<file path="src/rtl/kbd_pkg.sv">
// Shared types and constants for the keyboard token sequencer.
package kbd_pkg;

   localparam int unsigned KBD_NUM_W = 8;
   localparam logic [3:0]  KEY_CLR   = 4'hD;

   typedef enum logic {
      TOK_NUM = 1'b0,
      TOK_OP  = 1'b1
   } tok_kind_t;

   // Default-width token; the sequencer builds its own token type for other NUM_W values.
   typedef struct packed {
      logic [KBD_NUM_W-1:0] data;
      tok_kind_t            kind;
      logic                 last;
   } kbd_token_t;

endpackage

</file>
<file path="src/rtl/kbd_token_sequencer_if.sv">
// Keyboard-side strobe inputs and consumer-side valid/ready token stream.
interface kbd_token_sequencer_if #(
   parameter int unsigned NUM_W = 8,
   parameter int unsigned OP_W  = 4,
   parameter int unsigned IDX_W = 2
);

   logic             key_strobe;
   logic [NUM_W-1:0] number;
   logic [OP_W-1:0]  operand;
   logic             ovf_clr;
   logic             out_valid;
   logic             out_ready;
   logic [NUM_W-1:0] out_data;
   logic             out_kind;
   logic             out_last;
   logic [IDX_W-1:0] seq_idx;
   logic             overflow;

   modport master (
      output key_strobe,
      output number,
      output operand,
      output ovf_clr,
      output out_ready,
      input  out_valid,
      input  out_data,
      input  out_kind,
      input  out_last,
      input  seq_idx,
      input  overflow
   );

   modport slave (
      input  key_strobe,
      input  number,
      input  operand,
      input  ovf_clr,
      input  out_ready,
      output out_valid,
      output out_data,
      output out_kind,
      output out_last,
      output seq_idx,
      output overflow
   );

endinterface

</file>
<file path="src/rtl/kbd_token_fifo.sv">
// Synchronous token FIFO with flush; while empty the head shows the last popped token.
module kbd_token_fifo
   import kbd_pkg::*;
#(
   parameter int unsigned DEPTH   = 4,
   parameter type         token_t = kbd_token_t
) (
   input  logic   clk,
   input  logic   rst,
   input  logic   push_i,
   input  token_t wdata_i,
   input  logic   pop_i,
   input  logic   flush_i,
   output logic   full_o,
   output logic   empty_o,
   output token_t head_o
);

   localparam int unsigned     PTR_W    = $clog2(DEPTH);
   localparam logic [PTR_W:0]  CNT_FULL = (PTR_W+1)'(DEPTH);

   token_t             mem_q [DEPTH];
   logic [PTR_W-1:0]   wr_ptr_q, wr_ptr_d;
   logic [PTR_W-1:0]   rd_ptr_q, rd_ptr_d;
   logic [PTR_W:0]     count_q, count_d;
   token_t             last_q, last_d;

   always_comb begin
      wr_ptr_d = wr_ptr_q;
      rd_ptr_d = rd_ptr_q;
      count_d  = count_q;
      last_d   = last_q;
      if (flush_i) begin
         wr_ptr_d = '0;
         rd_ptr_d = '0;
         count_d  = '0;
      end else begin
         if (push_i) begin
            wr_ptr_d = wr_ptr_q + 1'b1;
         end
         if (pop_i) begin
            rd_ptr_d = rd_ptr_q + 1'b1;
            last_d   = mem_q[rd_ptr_q];
         end
         case ({push_i, pop_i})
            2'b10:   count_d = count_q + 1'b1;
            2'b01:   count_d = count_q - 1'b1;
            default: count_d = count_q;
         endcase
      end
   end

   always_ff @(posedge clk) begin
      if (!rst) begin
         wr_ptr_q <= '0;
         rd_ptr_q <= '0;
         count_q  <= '0;
         last_q   <= '0;
      end else begin
         wr_ptr_q <= wr_ptr_d;
         rd_ptr_q <= rd_ptr_d;
         count_q  <= count_d;
         last_q   <= last_d;
      end
   end

   // Storage needs no reset: it is only visible through head_o while count_q is non-zero.
   always_ff @(posedge clk) begin
      if (push_i && !flush_i) begin
         mem_q[wr_ptr_q] <= wdata_i;
      end
   end

   assign full_o  = (count_q == CNT_FULL);
   assign empty_o = (count_q == '0);
   assign head_o  = empty_o ? last_q : mem_q[rd_ptr_q];

endmodule

</file>
<file path="src/rtl/kbd_token_sequencer.sv">
// Orders keyboard strobes into number/operand token expressions and buffers them for a consumer.
module kbd_token_sequencer
   import kbd_pkg::*;
#(
   parameter int unsigned      NUM_W      = 8,
   parameter int unsigned      OP_W       = 4,
   parameter int unsigned      N_NUMS     = 2,
   parameter logic [OP_W-1:0]  CLR_CODE   = OP_W'(KEY_CLR),
   parameter int unsigned      FIFO_DEPTH = 4
) (
   input logic                   clk,
   input logic                   rst,
   kbd_token_sequencer_if.slave  bus
);

   localparam int unsigned      SEQ_LEN  = 2 * N_NUMS - 1;
   localparam int unsigned      IDX_W    = $clog2(SEQ_LEN);
   localparam logic [IDX_W-1:0] IDX_LAST = IDX_W'(SEQ_LEN - 1);

   typedef struct packed {
      logic [NUM_W-1:0] data;
      tok_kind_t        kind;
      logic             last;
   } token_t;

   logic [IDX_W-1:0] seq_idx_q, seq_idx_d;
   logic             ovf_q, ovf_d;
   logic             clr, cap, pop, push, drop;
   logic             fifo_full, fifo_empty;
   token_t           tok, head;

   always_comb begin
      clr  = bus.key_strobe && (bus.operand == CLR_CODE);
      cap  = bus.key_strobe && !clr;
      // A clear voids any pop so the held "last popped" token is not disturbed.
      pop  = !fifo_empty && bus.out_ready && !clr;
      push = cap && (!fifo_full || pop);
      drop = cap && !push;

      tok.data = seq_idx_q[0] ? NUM_W'(bus.operand) : bus.number;
      tok.kind = seq_idx_q[0] ? TOK_OP : TOK_NUM;
      tok.last = (seq_idx_q == IDX_LAST);

      seq_idx_d = seq_idx_q;
      if (clr) begin
         seq_idx_d = '0;
      end else if (push) begin
         seq_idx_d = tok.last ? '0 : seq_idx_q + 1'b1;
      end

      ovf_d = ovf_q;
      if (drop) begin
         ovf_d = 1'b1;
      end else if (bus.ovf_clr) begin
         ovf_d = 1'b0;
      end
   end

   always_ff @(posedge clk) begin
      if (!rst) begin
         seq_idx_q <= '0;
         ovf_q     <= 1'b0;
      end else begin
         seq_idx_q <= seq_idx_d;
         ovf_q     <= ovf_d;
      end
   end

   kbd_token_fifo #(
      .DEPTH   (FIFO_DEPTH),
      .token_t (token_t)
   ) u_fifo (
      .clk     (clk),
      .rst     (rst),
      .push_i  (push),
      .wdata_i (tok),
      .pop_i   (pop),
      .flush_i (clr),
      .full_o  (fifo_full),
      .empty_o (fifo_empty),
      .head_o  (head)
   );

   assign bus.out_valid = !fifo_empty;
   assign bus.out_data  = head.data;
   assign bus.out_kind  = head.kind;
   assign bus.out_last  = head.last;
   assign bus.seq_idx   = seq_idx_q;
   assign bus.overflow  = ovf_q;

endmodule

</file>
<file path="src/flat_wrapper.sv">
// flat-port wrapper written by rule: the top's interface ports become plain ports
module kbd_token_sequencer_flat import kbd_pkg::*;
#(
   parameter int unsigned      NUM_W      = 8,
   parameter int unsigned      OP_W       = 4,
   parameter int unsigned      N_NUMS     = 2,
   parameter logic [OP_W-1:0]  CLR_CODE   = OP_W'(KEY_CLR),
   parameter int unsigned      FIFO_DEPTH = 4
)
  (clk, rst, bus_key_strobe, bus_number, bus_operand, bus_ovf_clr, bus_out_ready, bus_out_valid, bus_out_data, bus_out_kind, bus_out_last, bus_seq_idx, bus_overflow);
  kbd_token_sequencer_if #(.NUM_W(NUM_W), .OP_W(OP_W), .IDX_W(2)) bus_i ();
  input logic clk;
  input logic rst;
  input wire logic [$bits(bus_i.key_strobe)-1:0] bus_key_strobe;
  input wire logic [$bits(bus_i.number)-1:0] bus_number;
  input wire logic [$bits(bus_i.operand)-1:0] bus_operand;
  input wire logic [$bits(bus_i.ovf_clr)-1:0] bus_ovf_clr;
  input wire logic [$bits(bus_i.out_ready)-1:0] bus_out_ready;
  output wire logic [$bits(bus_i.out_valid)-1:0] bus_out_valid;
  output wire logic [$bits(bus_i.out_data)-1:0] bus_out_data;
  output wire logic [$bits(bus_i.out_kind)-1:0] bus_out_kind;
  output wire logic [$bits(bus_i.out_last)-1:0] bus_out_last;
  output wire logic [$bits(bus_i.seq_idx)-1:0] bus_seq_idx;
  output wire logic [$bits(bus_i.overflow)-1:0] bus_overflow;
  assign bus_i.key_strobe = bus_key_strobe;
  assign bus_i.number = bus_number;
  assign bus_i.operand = bus_operand;
  assign bus_i.ovf_clr = bus_ovf_clr;
  assign bus_i.out_ready = bus_out_ready;
  assign bus_out_valid = bus_i.out_valid;
  assign bus_out_data = bus_i.out_data;
  assign bus_out_kind = bus_i.out_kind;
  assign bus_out_last = bus_i.out_last;
  assign bus_seq_idx = bus_i.seq_idx;
  assign bus_overflow = bus_i.overflow;
  kbd_token_sequencer #(.NUM_W(NUM_W), .OP_W(OP_W), .N_NUMS(N_NUMS), .CLR_CODE(CLR_CODE), .FIFO_DEPTH(FIFO_DEPTH)) u_core (.clk(clk), .rst(rst), .bus(bus_i));
endmodule
</file>
<file path="config.mk">
export PLATFORM = sky130hd
export DESIGN_NAME = kbd_token_sequencer_flat
export DESIGN_NICKNAME = d
export VERILOG_FILES = /design/src/rtl/kbd_pkg.sv /design/src/rtl/kbd_token_sequencer_if.sv /design/src/rtl/kbd_token_fifo.sv /design/src/rtl/kbd_token_sequencer.sv /design/src/flat_wrapper.sv
export SDC_FILE = /design/constraint.sdc
export NUM_CORES = 1
export LEC_CHECK = 0
export CELL_PAD_IN_SITES_DETAIL_PLACEMENT = 1
export CELL_PAD_IN_SITES_GLOBAL_PLACEMENT = 2
export CORE_MARGIN = 2
export CORE_UTILIZATION = 38
export CTS_CLUSTER_SIZE = 20
export DETAILED_ROUTE_END_ITERATION = 8
export PLACE_DENSITY_LB_ADDON = 0.1
export SYNTH_ARGS = -nofsm -noshare
export SYNTH_HDL_FRONTEND = slang
export SYNTH_SLANG_ARGS = --single-unit
</file>
<file path="constraint.sdc">
create_clock -name clk -period 2.7 [get_ports clk]
set_input_delay 0.675 -clock clk [delete_from_list [all_inputs] [get_ports clk]]
set_output_delay 0.675 -clock clk [all_outputs]
set_load 0.02 [all_outputs]
</file>
==> Word level (Yosys, flattened, before mapping) <==
Memories as Yosys holds them, arrays and structs flattened. A register that Yosys moved wholly into a read port is not among the register bits.
Cells that the tools add are included.
{ "op_classes": {"addsub": 5, "n_eq_ne": 5, "mux": 11, "bitwise_logic": 2, "reduce_logical": 17} }
{ "ops": {"columns": ["op", "n"], "rows": [
  ["$mux 10", 1],
  ["$mux 8", 1],
  ["$logic_and 1x1->1", 7],
  ["$add 2x1->2 const B", 3],
  ["$mux 2", 3],
  ["$pmux 3 s2", 1],
  ["$mux 1", 5],
  ["$eq 2x2->1 const B", 2],
  ["$eq 4x4->1 const B", 1],
  ["$logic_not 1->1", 4],
  ["$reduce_bool 2->1", 2],
  ["$add 3x1->3 const B", 1],
  ["$eq 3x3->1 const B", 1],
  ["$logic_not 3->1", 1],
  ["$sub 3x1->3 const B", 1],
  ["$eq 2x1->1 const B", 1],
  ["$not 1->1", 2],
  ["$reduce_and 2->1", 1],
  ["$reduce_or 2->1", 1],
  ["$logic_or 1x1->1", 1]
]} }
{ "totals": {"register_bits": 20, "ram_bits": 40, "elab_cells": 49, "memories": 1} }
{ "memory_table": {"columns": ["memory", "depth", "width", "rd", "rd_ports_with_merged_regs", "wr", "line_no", "text"], "rows": [
  ["u_core.u_fifo.mem_q", 4, 10, 1, 1, 1, "kbd_token_fifo.sv:22", "token_t mem_q [DEPTH];"]
]} }

==> Longest topological paths before layout <==
{ "logic_depth": {"word_depth": 9, "mapped_depth": 10} }

==> By module <==
From an unflattened synthesis, not the netlist that was laid out.
{ "hier_totals": {"cells_unflattened": 181, "hier_area_um2": 2652.5} }
{ "modules_own_cells": {"columns": ["module", "instances", "cells_per_inst", "area_each_um2", "seq_area_each_um2"], "rows": [
  ["kbd_token_fifo", 1, 147, 2353.5, 1581.5],
  ["kbd_token_sequencer", 1, 34, 299.0, 60.1]
]} }

==> Least setup slack after synthesis <==
No wires, ideal clock.
{ "synth_timing": {"path_type": "input port to flip-flop", "start": "in bus_key_strobe", "end": "reg u_core.u_fifo.count_q[2]", "setup_ns": 0.103, "arrival_ns": 2.032, "required_ns": 2.597, "slack_ns": 0.564, "cell_stages": 9, "path_buffers": 1, "cell_sequence": "buf_4 > inv_1 > nand3_1 > inv_1 > fa_1 > nor2_1 > or3_1 > nand2_1 > a2111oi_2"} }
{ "synth_between": {"elab_chain_cells": 7, "word_cells_on_any_way": 11} }
{ "synth_lines": {"columns": ["item", "line_no", "text"], "rows": [
  ["from (decl)", "flat_wrapper.sv:14", "input wire logic [$bits(bus_i.key_strobe)-1:0] bus_key_strobe;"],
  ["$logic_and 1x1->1", "kbd_token_sequencer.sv:33", "clr = bus.key_strobe && (bus.operand == CLR_CODE);"],
  ["$logic_not 1->1", "kbd_token_sequencer.sv:34, kbd_token_sequencer.sv:36", null],
  ["$logic_and 1x1->1", "kbd_token_sequencer.sv:36", "pop = !fifo_empty && bus.out_ready && !clr;"],
  ["$logic_or 1x1->1", "kbd_token_sequencer.sv:37", "push = cap && (!fifo_full || pop);"],
  ["$logic_and 1x1->1", "kbd_token_sequencer.sv:37", null],
  ["$eq 2x1->1 / $eq 2x2->1 (equally long branches)", "kbd_token_fifo.sv:45", "case ({push_i, pop_i})"],
  ["$pmux 3 s2 / $reduce_bool 2->1 (equally long branches)", null, null],
  ["to (signal assigned)", "kbd_token_fifo.sv:62", "count_q <= count_d;"],
  ["to (decl)", "kbd_token_fifo.sv:25", "logic [PTR_W:0] count_q, count_d;"]
]} }
Parallel ways exist; a longest one is shown, timed or not.
A chain may end at the register's enable or synchronous reset.

==> results by group <==
Place
  – PortBufs: 30
  – Worst slack, placed: 0.0371 ns
  – Post-DP Area: 0.00322 mm2
  – Routability cong.: slightly below 0.8
  – DP Wirelength: 4.27 mm

Synth
  – Adder-cell share of the synthesized area: 2.56%
  – XOR/XNOR Fraction of Synth Area: 0.959%
  – Syn_nets: 227
  – Mapped cell area: 0.00274 mm2
  – Most area-consuming cells after synthesis: edfxtp_1 (44%), dfxtp_1 (16%), mux4_2 (8.2%), nand2_1 (5.1%), mux2i_1 (3.7%)
  – Ys Warns: 0
  – Synth Instances: 205
  – Largest family of logic cells by synthesized area: simple AND/OR/NAND/NOR gates
  – Library cells used by synthesis: 42
  – Sequential area share after synthesis: 59.9%
  – Simple-Gate Fraction of Synth Area: 14.6%
  – Share of the synthesized area in the top cell type: 43.8%
  – Yosys top cell by area: edfxtp_1
  – FF+latch count, synth: 62
  – Avg Cell Area, Syn: 13.4 um2
  – Compound-gate portion of the synthesized area: 5.43%
  – Multiplexer area fraction after synthesis: 13.5%

STA
  – Final Hold Fails: 0
  – Slew Limit Fails: 0
  – Slew margin rel.: 68.2%
  – RSZ-0062 raised after global routing: no
  – Worst Skew: 0.0110 ns
  – PnR worst setup slack: around 0.12 ns
  – Actual transition at the worst max-transition pin: around 0.48 ns
  – Tcrit/Tclk final: 95.6%
  – Hold Slack: 0.510 ns
  – Final min period: 2.58 ns
  – Peak Freq: 387 MHz
  – Setup TNS: 0 ns
  – Final setup vio count: 0

Power and ir drop
  – Pwr Total: 2.52 mW
  – Max VDD drop: 0.307 mV
  – Clock power share: 28.4%
  – Gate power share: 26.6%
  – Flop pwr share: 44.9%
  – Power Dens Cells: 747 mW/mm2
  – Sw Share: about a third
  – Leak: approximately 1.3 nW
  – NetSw: approximately 0.8 mW
  – Internal Pwr Total: 1.72 mW

Final layout
  – Synth-to-Final Area Change: 23.2%
  – Ant diodes: 0
  – Final Cell Area: 0.00338 mm2
  – Share of layout cells above drive strength 1: 21.2%
  – Nets: 272

Die
  – Core area: approximately 0.007 mm2
  – Die width: 88.9 um
  – I/O pin count: 31
  – Die area: 0.00791 mm2
  – Die Ht: between 80 and 90 um
  – Starting density of the core: 39.9%
  – Row count: 30

Global routing
  – GRT Total Usage: 16.7%
  – Vias in the first global route: 1896
  – Largest net degree at the start of global routing: 17
  – First-pass GRT wire length: 9.58 mm
  – Initial antenna violation count: 0
  – Congestion Overflow GR: 0

Routing
  – WL met3: 282 um
  – Routed vias/inst: 4.92
  – Met2 routed WL: slightly below 3 mm
  – Drt initial violations: 66
  – # DRC: 0
  – Number of routed nets with antenna violations: 0
  – Via count: around 1700
  – DR pass1 iterations: 4
  – DRT met1 WL: 2.58 mm
  – Uppermost layer routed: met4
  – DR WL/cell: 16.8 um
  – Detailed Route WL: 5.88 mm

Clock tree
  – H-tree depth: 3
  – CTS sink cnt: 62
  – Root buffer cell: clkbuf_8
  – Clk slew on worst S/H paths: 0.07 ns
  – CTS tree: built
  – Clk_lat worst skew: 0.34 ns
  – Total CTS buffers: 9
  – CTS max path bufs: 2
  – Hold buffers post-CTS: 0

Critical path
  – Required @ worst endpoint: 2.03 ns
  – Type of the worst setup path: reg -> out
  – CP endpoint kind: output pin
  – Crit path DAT: 1.91 ns
  – Crit Path Max Fanout: 10
  – Startpoint types: flip-flop

Min path
  – Hold Path Class: reg -> reg

Outcome
  – Status: finished, final reports clean

Job
  – MaxCap Viol Count: 0
[power groups by stage]
| stage | Clock, mW | Sequential [mW] | Combinational, mW |
|---|---|---|---|
| after floorplan | 0 | 1.15 | 0.438 |
| after global placement | 0 | 1.15 | 0.690 |
| after detailed placement | 0 | 1.15 | 0.719 |
| after CTS | 0.739 | 1.13 | 0.683 |
| after global routing | 0.777 | 1.14 | 0.739 |
| final | 0.717 | 1.13 | 0.671 |
[cell families (layout without fill, tap and decap cells)]
group,after synthesis,after routing
buffers and inverters,16,66
adders and majority gates,5,5
muxes,24,24
xor gates and xnor gates,3,3
DFF,62,62
AOI/OAI and AO/OA,16,16
and+or+nand+nor,79,79
[metrics by stage]
| step | instances | util (%) |
|---|---|---|
| after CTS | 351 | 49.1 |
| final | 351 | 49.1 |
| after global routing | 351 | 49.1 |
| after global placement | 335 | 46.8 |
| after detailed placement | 335 | 46.8 |
| after floorplan | 205 | - |
[sequential cells by signal, summed over array words and instances (netlist names), named ones only]
signal	flops
u_core.u_fifo.mem_q	40
u_core.u_fifo.last_q	10
u_core.u_fifo.count_q	3
u_core.bus.seq_idx	2
u_core.u_fifo.rd_ptr_q	2
u_core.u_fifo.wr_ptr_q	2
u_core.bus.overflow	1
[per-layer routing]
metal / vias to the layer above / track usage (%)
met5: - / 0
met4: 0 / 6.89
met3: 5 / 5.08
met2: 33 / 27.2
met1: 860 / 20.9
li1: 828 / -
[synth_stat cells (all sizes together)]
| library cell | count |
|---|---|
| edfxtp | 40 |
| nand2 | 37 |
| dfxtp | 22 |
| nor2b | 15 |
| mux2i | 10 |
| mux4 | 10 |
| inv | 6 |
| nor2 | 6 |
| a21oi | 5 |
| and2 | 5 |
| buf | 5 |
| clkbuf | 5 |
| ha | 4 |
| mux2 | 4 |
| nand3 | 3 |
| nand2b | 2 |
| nor3 | 2 |
| o21ai | 2 |
| or3 | 2 |
| xor2 | 2 |
| a2111oi | 1 |
| a21boi | 1 |
| a21o | 1 |
| a311oi | 1 |
| and3 | 1 |
| and4b | 1 |
| fa | 1 |
| nand3b | 1 |
| nand4 | 1 |
| nand4b | 1 |
| nor4b | 1 |
| o21ba | 1 |
| o311a | 1 |
| o311ai | 1 |
| o31ai | 1 |
| o32ai | 1 |
| or3b | 1 |
| xnor2 | 1 |
[worst max-delay path: stages, from the launching register on]
cell           delay (ns)
dfxtp_1              0.36
buf_12               0.16
mux4_2               0.56
nand2_1              0.11
nand2_1              0.06
dlygate4sd2_1        0.32
[what timing repair did]
action,4_1_cts,5_1_grt
gates resized for setup,11,0
endpoints found under the setup margin,10,0
buffers inserted,0,0
[placed cells by master, fill, tap and decap left out, types with 2 or more instances in the layout]
master / count
clkdlybuf4s50_1: 20
clkinvlp_4: 2
xor2_1: 2
nand2_1: 37
mux2i_1: 10
inv_1: 5
ha_1: 4
nor2_1: 6
nor2b_1: 15
or3_1: 2
dfxtp_1: 22
edfxtp_1: 40
buf_4: 13
a21oi_1: 4
mux2_2: 4
and2_1: 5
nand2b_1: 2
dlygate4sd2_1: 10
nand3_1: 3
mux4_2: 10
clkinv_2: 3
clkbuf_8: 9
nor3_1: 2
inv_6: 2
[cell type report]
| cell class | count | area [um2] |
|---|---|---|
| clock buffers | 9 | 124 |
| clock inverters | 7 | 47.5 |
| fillers | 727 | 3490 |
| inverters | 6 | 22.5 |
| multi-input cells | 127 | 1010 |
| flip-flops and latches | 62 | 1640 |
| well taps | 96 | 120 |
| repair buffers | 44 | 405 |
[final timing paths]
check / startpoint / to / slack [ns] / depth (start not counted)
min reg2reg: u_core.bus.seq_idx[1]$_SDFFE_PP0P_ / u_core.bus.seq_idx[1]$_SDFFE_PP0P_ / 0.51 / 2
max: flip-flop / bus_out_data[1] / 0.12 / 5
min: u_core.bus.seq_idx[1]$_SDFFE_PP0P_ / u_core.bus.seq_idx[1]$_SDFFE_PP0P_ / 0.51 / 2
max reg2reg: u_core.u_fifo.count_q[2]$_SDFFE_PP0P_ / u_core.u_fifo.count_q[2]$_SDFFE_PP0P_ / 0.35 / 9
Note: power is estimated with default switching activity, not from simulation.
